--- src/rtl/ext_domain_power_seq.sv ---
// Power-domain sequencer for an external accelerator: ordered isolation/reset/switch
// control for power-off and power-on, optional RAM retention, switch-ack timeout.
module ext_domain_power_seq #(
  parameter int unsigned ISO_CYCLES  = 4,
  parameter int unsigned RST_CYCLES  = 4,
  parameter int unsigned ACK_TIMEOUT = 1023
) (
  input  logic clk_i,
  input  logic rst_ni,
  input  logic off_req_i,
  input  logic on_req_i,
  input  logic ret_req_i,
  input  logic busy_i,
  input  logic err_clr_i,
  output logic switch_on_o,
  input  logic switch_ack_i,
  output logic iso_o,
  output logic logic_rst_no,
  output logic ram_retentive_o,
  output logic powered_o,
  output logic done_o,
  output logic err_o
);

  localparam int unsigned MAXA = (ISO_CYCLES > RST_CYCLES) ? ISO_CYCLES : RST_CYCLES;
  localparam int unsigned MAXC = (MAXA > ACK_TIMEOUT) ? MAXA : ACK_TIMEOUT;
  localparam int unsigned CW   = (MAXC > 1) ? $clog2(MAXC) : 1;

  typedef enum logic [3:0] {
    ON, ISO_ON, RST_ON, SW_OFF, OFF, SW_ON, RST_OFF, ISO_OFF, ERR
  } state_e;

  state_e        state_q, state_d;
  logic [CW-1:0] cnt_q, cnt_d;
  logic          ret_q, ret_d;
  logic          ack_s1_q, ack_s_q;

  logic          switch_on_q, switch_on_d;
  logic          iso_q, iso_d;
  logic          rst_n_q, rst_n_d;
  logic          ram_ret_q, ram_ret_d;
  logic          powered_q, powered_d;
  logic          done_q, done_d;
  logic          err_q, err_d;

  function automatic logic [CW-1:0] load_val(input state_e s);
    case (s)
      ISO_ON, ISO_OFF: load_val = CW'(ISO_CYCLES - 1);
      RST_ON, RST_OFF: load_val = CW'(RST_CYCLES - 1);
      SW_OFF, SW_ON:   load_val = CW'(ACK_TIMEOUT - 1);
      default:         load_val = '0;
    endcase
  endfunction

  // Switch status is asynchronous to clk_i; idle level is "supplied".
  always_ff @(posedge clk_i or negedge rst_ni) begin
    if (!rst_ni) begin
      ack_s1_q <= 1'b1;
      ack_s_q  <= 1'b1;
    end else begin
      ack_s1_q <= switch_ack_i;
      ack_s_q  <= ack_s1_q;
    end
  end

  always_comb begin
    state_d = state_q;
    ret_d   = ret_q;
    case (state_q)
      ON:      if (off_req_i && !busy_i) begin
                 state_d = ISO_ON;
                 ret_d   = ret_req_i;
               end
      ISO_ON:  if (cnt_q == '0) state_d = RST_ON;
      RST_ON:  if (cnt_q == '0) state_d = SW_OFF;
      SW_OFF:  if (!ack_s_q) state_d = OFF;
               else if (cnt_q == '0) state_d = ERR;
      OFF:     if (on_req_i) state_d = SW_ON;
      SW_ON:   if (ack_s_q) state_d = RST_OFF;
               else if (cnt_q == '0) state_d = ERR;
      RST_OFF: if (cnt_q == '0) state_d = ISO_OFF;
      ISO_OFF: if (cnt_q == '0) state_d = ON;
      ERR:     if (err_clr_i) state_d = SW_ON;
      default: state_d = ON;
    endcase
    if (state_d == ON || state_d == ERR) ret_d = 1'b0;

    // Loading on entry makes each timed state last exactly N cycles.
    if (state_d != state_q)   cnt_d = load_val(state_d);
    else if (cnt_q != '0)     cnt_d = cnt_q - 1'b1;
    else                      cnt_d = cnt_q;
  end

  // Outputs are decoded from the next state so they register alongside it.
  always_comb begin
    switch_on_d = 1'b1;
    iso_d       = 1'b1;
    rst_n_d     = 1'b0;
    ram_ret_d   = 1'b0;
    powered_d   = 1'b0;
    err_d       = 1'b0;
    done_d      = (state_d != state_q) && (state_d == ON || state_d == OFF);
    case (state_d)
      ON:      begin iso_d = 1'b0; rst_n_d = 1'b1; powered_d = 1'b1; end
      ISO_ON:  begin rst_n_d = 1'b1; ram_ret_d = ret_d; end
      RST_ON:  ram_ret_d = ret_d;
      SW_OFF:  begin switch_on_d = 1'b0; ram_ret_d = ret_d; end
      OFF:     begin switch_on_d = 1'b0; ram_ret_d = ret_d; end
      SW_ON:   ram_ret_d = ret_d;
      RST_OFF: ;
      ISO_OFF: rst_n_d = 1'b1;
      ERR:     begin switch_on_d = 1'b0; err_d = 1'b1; end
      default: ;
    endcase
  end

  always_ff @(posedge clk_i or negedge rst_ni) begin
    if (!rst_ni) begin
      state_q     <= ON;
      cnt_q       <= '0;
      ret_q       <= 1'b0;
      switch_on_q <= 1'b1;
      iso_q       <= 1'b0;
      rst_n_q     <= 1'b1;
      ram_ret_q   <= 1'b0;
      powered_q   <= 1'b1;
      done_q      <= 1'b0;
      err_q       <= 1'b0;
    end else begin
      state_q     <= state_d;
      cnt_q       <= cnt_d;
      ret_q       <= ret_d;
      switch_on_q <= switch_on_d;
      iso_q       <= iso_d;
      rst_n_q     <= rst_n_d;
      ram_ret_q   <= ram_ret_d;
      powered_q   <= powered_d;
      done_q      <= done_d;
      err_q       <= err_d;
    end
  end

  assign switch_on_o     = switch_on_q;
  assign iso_o           = iso_q;
  assign logic_rst_no    = rst_n_q;
  assign ram_retentive_o = ram_ret_q;
  assign powered_o       = powered_q;
  assign done_o          = done_q;
  assign err_o           = err_q;

endmodule

--- config.mk ---
export PLATFORM = sky130hd
export DESIGN_NAME = ext_domain_power_seq
export DESIGN_NICKNAME = d
export VERILOG_FILES = /design/src/rtl/ext_domain_power_seq.sv
export SDC_FILE = /design/constraint.sdc
export NUM_CORES = 1
export LEC_CHECK = 0
export CORE_MARGIN = 4
export CORE_UTILIZATION = 40
export CTS_BUF_LIST = sky130_fd_sc_hd__clkbuf_8 sky130_fd_sc_hd__clkbuf_16
export CTS_CLUSTER_DIAMETER = 30
export DETAILED_ROUTE_END_ITERATION = 6
export SYNTH_ARGS = -nofsm -noshare
export SYNTH_HDL_FRONTEND = slang
export SYNTH_SLANG_ARGS = --single-unit
--- constraint.sdc ---
create_clock -name clk_i -period 3.78 [get_ports clk_i]
set_input_delay 1.134 -clock clk_i [delete_from_list [all_inputs] [get_ports clk_i]]
set_output_delay 1.134 -clock clk_i [all_outputs]
set_load 0.1 [all_outputs]
**Yosys cells after proc, flatten, opt, wreduce, memory -nomap -nowiden**

Index checks and enable logic that the tools add are counted.

- Register bits: 24
- Output and inout bits: 7
- Logic and storage cells: 68

- $add $sub $neg: 1
- Multiplexer cells: 23
- Reduce and logical (&&, ||, !) cells: 15
- Equality and inequality tests: 17

Operators with widths:

| operator | count |
|---|---|
| 2-to-1 mux 4 bit | 10 |
| case mux 4 bit (9 select lines) | 1 |
| equality test 4 x 3 -> 1 bit (second input constant) | 8 |
| 2-to-1 mux 10 bit | 2 |
| case mux 10 bit (2 select lines) | 1 |
| equality test 4 x 2 -> 1 bit (second input constant) | 4 |
| zero test 10 bit | 1 |
| nonzero test 10 bit | 1 |
| subtractor 10 x 1 -> 10 bit (second input constant) | 1 |
| 2-to-1 mux 1 bit | 9 |
| equality test 4 x 1 -> 1 bit (second input constant) | 2 |
| equality test 4 bit (second input constant) | 2 |
| zero test 4 bit | 2 |
| OR reduction 3 bit | 2 |
| OR reduction 5 bit | 1 |
| != test 4 bit | 1 |
| OR reduction 4 bit | 1 |
| logical AND 1 bit | 2 |
| logical OR 1 bit | 2 |
| nonzero test 2 bit | 1 |
| OR reduction 2 bit | 1 |
| zero test 1 bit | 1 |

**Longest topological paths before layout**

- Depth after elaboration: 8
- Mapped depth: 9
- Gate-level depth less buffers: 8

**Worst setup path after synthesis**

No wires, ideal clock.

- Kind: input port to flip-flop
- Start point: input port err_clr_i
- End point: register iso_q, in the netlist iso_o
- Setup slack: 1.266 ns
- Stages on the path: 6
- Data required time: 3.637 ns
- Arrival time: 2.370 ns
- Cell sequence: and3b_1 o21ai_0 o311ai_1 nand2b_1 buf_2 or4_4

- Longest elaborated chain between the ends: 4

Ends and longest elaborated chain:

| what | RTL line | RTL |
|---|---|---|
| from (decl) | 14 | `input logic err_clr_i,` |
| 2-to-1 mux 4 bit | 83 | `ERR: if (err_clr_i) state_d = SW_ON;` |
| case mux 4 bit (9 select lines) | 69 | `case (state_q)` |
| net state_d[0] | 33 | `state_e state_q, state_d;` |
| zero test 4 bit | 103 | `case (state_d)` |
| 2-to-1 mux 1 bit | 103 |  |
| net iso_d | 39 | `logic iso_q, iso_d;` |
| to (signal assigned) | 134 | `iso_q <= iso_d;` |
| to (decl) | 39 |  |

The timed path passes the listed nets, and every way through them passes these cells.
A chain may end at the register's enable or synchronous reset.

**Worst setup path in the final report**

- Start point: input port err_clr_i
- End point: register iso_q, in the netlist iso_o

- Longest elaborated chain between the ends: 4

Ends and longest elaborated chain:

| what | RTL line |
|---|---|
| 2-to-1 mux 4 bit | 83 |
| case mux 4 bit (9 select lines) | 69 |
| zero test 4 bit | 103 |
| 2-to-1 mux 1 bit | 103 |
| net iso_d | 39 |

The timed path passes the listed nets, and every way through them passes these cells.

==> key figures <==
Synthesis
  • Library cells used by synthesis: 52
  • Avg Cell Area, Syn: 10.3 um^2
  • Post-Syn Instances: 137
  • Basic-gate share of the synthesized area counting and, or, nand and nor cells: 21.7%
  • Net Count, Synth: 146
  • Count of warnings emitted by yosys: 0
  • Share of the yosys chip area belonging to registers: 43.0%
  • Synthesized-area fraction occupied by ao, oa, aoi and oai cells: 19.8%
  • Synth area leader: dfrtp_1
  • Share of the synthesized area in the top cell type: 33.7%
  • Multiplexer share of the synthesized area: 2.13%
  • Area share of xor/xnor cells in the synthesized design: 6.21%
  • Ranking of synthesized cells by area: dfrtp_1, dfstp_2, o21ai_0
  • Register bit count reported by yosys: 24
  • Combinational family with the most area after synthesis: simple AND/OR/NAND/NOR gates
  • Prevailing post-synth register cell: dfrtp_1
  • EDFF count, synth: 0
  • Post-synthesis async set-or-reset flop share: 100%
  • Area of the mapped netlist: 1410 um^2
  • Adder and majority cell fraction of the synthesized area: 0.887%

Worst hold path
  • Worst hold path stage count: 0
  • Kind of path behind the tightest hold check: register to register

Power
  • Sw Share: 18.3%
  • Total power: 0.500 mW
  • Sequential share of power: 51.9%
  • Clock network power share: 45.1%
  • Net switching power of the design: 0.0918 mW
  • Comb pwr share: 2.9%
  • Total power divided by cell area: 309 nW/um^2
  • LEAKAGE: 0.690 nW
  • Cell internal power dissipation: 0.408 mW
  • Highest ir drop seen on vdd: 0.155 mV

Clock network
  • Post_cts resized: 0
  • TritonCTS clock tree: yes
  • Sink Count: 24
  • Clock latency of the later-clocked register in the worst-skew pair: 0.27 ns
  • Maximum level of the CTS H-tree: 1
  • Post-cts hold buffer count: 0
  • Buffers from clock root to sink, at most: 2
  • Buffers inserted by post-CTS timing repair: 0
  • Reg clk slew, reported paths: 0.08 ns
  • Number of CTS-inserted buffers: 3
  • Root Driver: clkbuf_8

Drt
  • Via total after detailed routing: 1061
  • Antenna viol nets, final: 0
  • Detailed-routing iteration count for the pre-antenna-repair pass: 4
  • Number of design rule violations left after detail routing: 0
  • Iter 0 DRT Violations: 45
  • Routed len/inst: 14.2 um
  • Routed via count divided by cell count: 5.39
  • Final wirelength: 2.81 mm

Global routing
  • Largest net degree at the start of global routing: 23
  • Total global-route track usage: 14.3%
  • Grt ovf: 0
  • First-pass GRT wire length: 4.91 mm
  • Number of global-route vias before repair: 1054
  • Initial antenna violation count: 0

Placement
  • DP Worst Slack: 0.663 ns
  • I/O Buffers: 14
  • Total placed cells including tap cells: 193
  • RePlAce Congestion: 0.878
  • Final HPWL from detailed placement: 1.97 mm

Die
  • I/O pin count: 15
  • Initial Util: 42.0%
  • Total Die Area: 4540 um^2
  • Site Rows: 21
  • Height of the chip: 67.4 um
  • Die width: 67.4 um
  • Std-Cell Core Area: 3360 um^2

Timing
  • Setup repair after global routing missed its margin: false
  • Slew margin rel.: 36.7%
  • Total negative slack for setup checks: 0 ns
  • Count of endpoints failing hold in the final timing report: 0
  • Worst Slack Setup Final: 0.949 ns
  • Maximum achievable frequency: 353 MHz
  • Number of pins exceeding their max-slew limit in the final report: 0
  • Setup-violating endpoint count in the final report: 0
  • Worst-case clock skew: 0.00174 ns
  • Fraction of the cycle the final worst path needs: 74.9%
  • Final critical path time including I/O delays and setup: 2.83 ns
  • Hold slack final: 0.363 ns
  • Slew at the pin with the worst max-slew slack: 0.947 ns

Layout
  • Total area of multi-input combinational cells: 716 um^2
  • P&R area growth vs syn: 14.7%
  • Diodes inserted: 0
  • Fill count: 336
  • FF/Latch Area: 607 um^2
  • Nets: 161
  • Final Non-Filler Cells: 197
  • Share of cells above drive strength 1: 19.9%

Setup path
  • Data required time at the worst endpoint: 3.92 ns
  • Endpoint type of the worst setup path: register
  • Number of cells on the critical path: 6
  • Count of buffering cells on the critical path with inverters included: 1
  • Depth of the worst register-to-register path: 8
  • Crit-path max cell delay: 0.57 ns
  • CP max stage cell: or4_4
  • Arr. time, crit path: 2.98 ns
  • Largest delay contributor family on the critical path: simple AND/OR/NAND/NOR gates
  • Sequence of cells on the critical path: clkdlybuf4s50_1 -> and3b_1 -> o21ai_0 -> o311ai_1 -> nand2b_1 -> or4_4
  • Largest fanout on the critical path: 7
  • Startpoint Class: primary input
  • Critical setup path kind: primary input to register

Flow run
  • Maxcap violations: 0

Run status
  • Status: finished clean
-- power groups by stage --
stage / combinational (mW) / clock (mW) / sequential, mW
2_1_floorplan: 0.000931 / 0 / 0.264
3_3_place_gp: 0.0150 / 0 / 0.265
3_5_place_dp: 0.0152 / 0 / 0.265
4_1_cts: 0.0152 / 0.231 / 0.260
5_1_grt: 0.0170 / 0.243 / 0.260
6_report: 0.0147 / 0.226 / 0.260
-- through the flow --
stage,cell area [um^2],utilization [%]
2_1_floorplan,1410,-
3_3_place_gp,1550,46.0
3_5_place_dp,1550,46.0
4_1_cts,1620,48.1
5_1_grt,1620,48.1
6_report,1620,48.1
-- routing by layer --
layer / share of wire (%) / GRT usage, % / up-vias
met5: 0 / 0 / -
met4: 1.4 / 4.56 / 0
met3: 3.9 / 3.33 / 5
met2: 49 / 23.7 / 20
met1: 46 / 18.5 / 515
li1: - / - / 521
-- area by class of cell --
| cell class | instances | area share [%] |
|---|---|---|
| flip-flops and latches | 24 | 37.5 |
| repair buffers | 16 | 8.50 |
| inverters | 8 | 1.85 |
| clock buffers | 3 | 2.55 |
| clock inverters | 1 | 1.85 |
| well taps | 46 | 3.55 |
| multi-input cells | 99 | 44.2 |
-- cell usage after synthesis (2+ instances only) --
| master | instances |
|---|---|
| nor4_1 | 3 |
| nand3_1 | 2 |
| clkbuf_8 | 2 |
| nand2b_1 | 4 |
| xnor2_1 | 8 |
| xor2_1 | 2 |
| nand2_1 | 5 |
| nor3_1 | 4 |
| o211ai_1 | 2 |
| and3b_1 | 3 |
| o22ai_1 | 2 |
| nor2_1 | 9 |
| nor3b_1 | 3 |
| mux2i_1 | 3 |
| o21ai_0 | 18 |
| inv_1 | 7 |
| a32o_1 | 2 |
| dfrtp_1 | 19 |
| dfstp_2 | 5 |
| a21oi_1 | 2 |
-- state kept, by name, summed over array words and instances, names as in the netlist --
register and cells:
powered_o 1, ack_s_q 1, ram_retentive_o 1, err_o 1
switch_on_o 1, iso_o 1, state_q 4, ack_s1_q 1
done_o 1, ret_q 1, cnt_q 10, logic_rst_no 1
-- logic make-up (layout without fill, tap and decap cells) --
family,after synthesis,after routing
compound gates,39,39
xor+xnor,10,10
fa+ha+maj,1,1
buf+inv,14,28
flops,24,24
mux,3,3
simple gates,46,46
-- path summary, 6_finish.rpt --
kind | start | slack (ns) | endpoint
worst max-delay path | err_clr_i | 0.95 | iso_o
worst min-delay path | ack_s1_q | 0.36 | ack_s_q
worst max register to register | cnt_q[0] | 1.29 | cnt_q[9]
worst min register to register | ack_s1_q | 0.36 | ack_s_q
max in group asynchronous | rst_ni | 1.71 | powered_o
min in group asynchronous | rst_ni | 1.39 | err_o
-- worst register-to-register path, delay by kind of cell (launching register included) --
kind                     cells  cell delay [ns]
AO/OA/AOI/OAI                2             0.31
adder cells (fa/ha/maj)      1             0.21
buffers and inverters        1             0.09
flip-flops                   1             0.38
AND/OR/NAND/NOR              4             1.38
-- cell usage in the layout, fill, tap and decap left out, drive strengths merged, types with 2 or more instances in the layout --
cell type      instances
nor2b                  2
nor2                  10
and2                   2
clkbuf                 3
and3b                  3
nor3b                  3
dfrtp                 19
o211ai                 2
mux2i                  3
inv                    8
clkdlybuf4s50          7
nor4                   4
buf                    9
nand3                  2
xnor2                  8
dfstp                  5
xor2                   2
nand2b                 4
o22ai                  2
o21ai                 18
nand2                  5
a21oi                  2
a32o                   2
nor3                   4
a31oi                  2
Power figures use the tool's default switching activity.
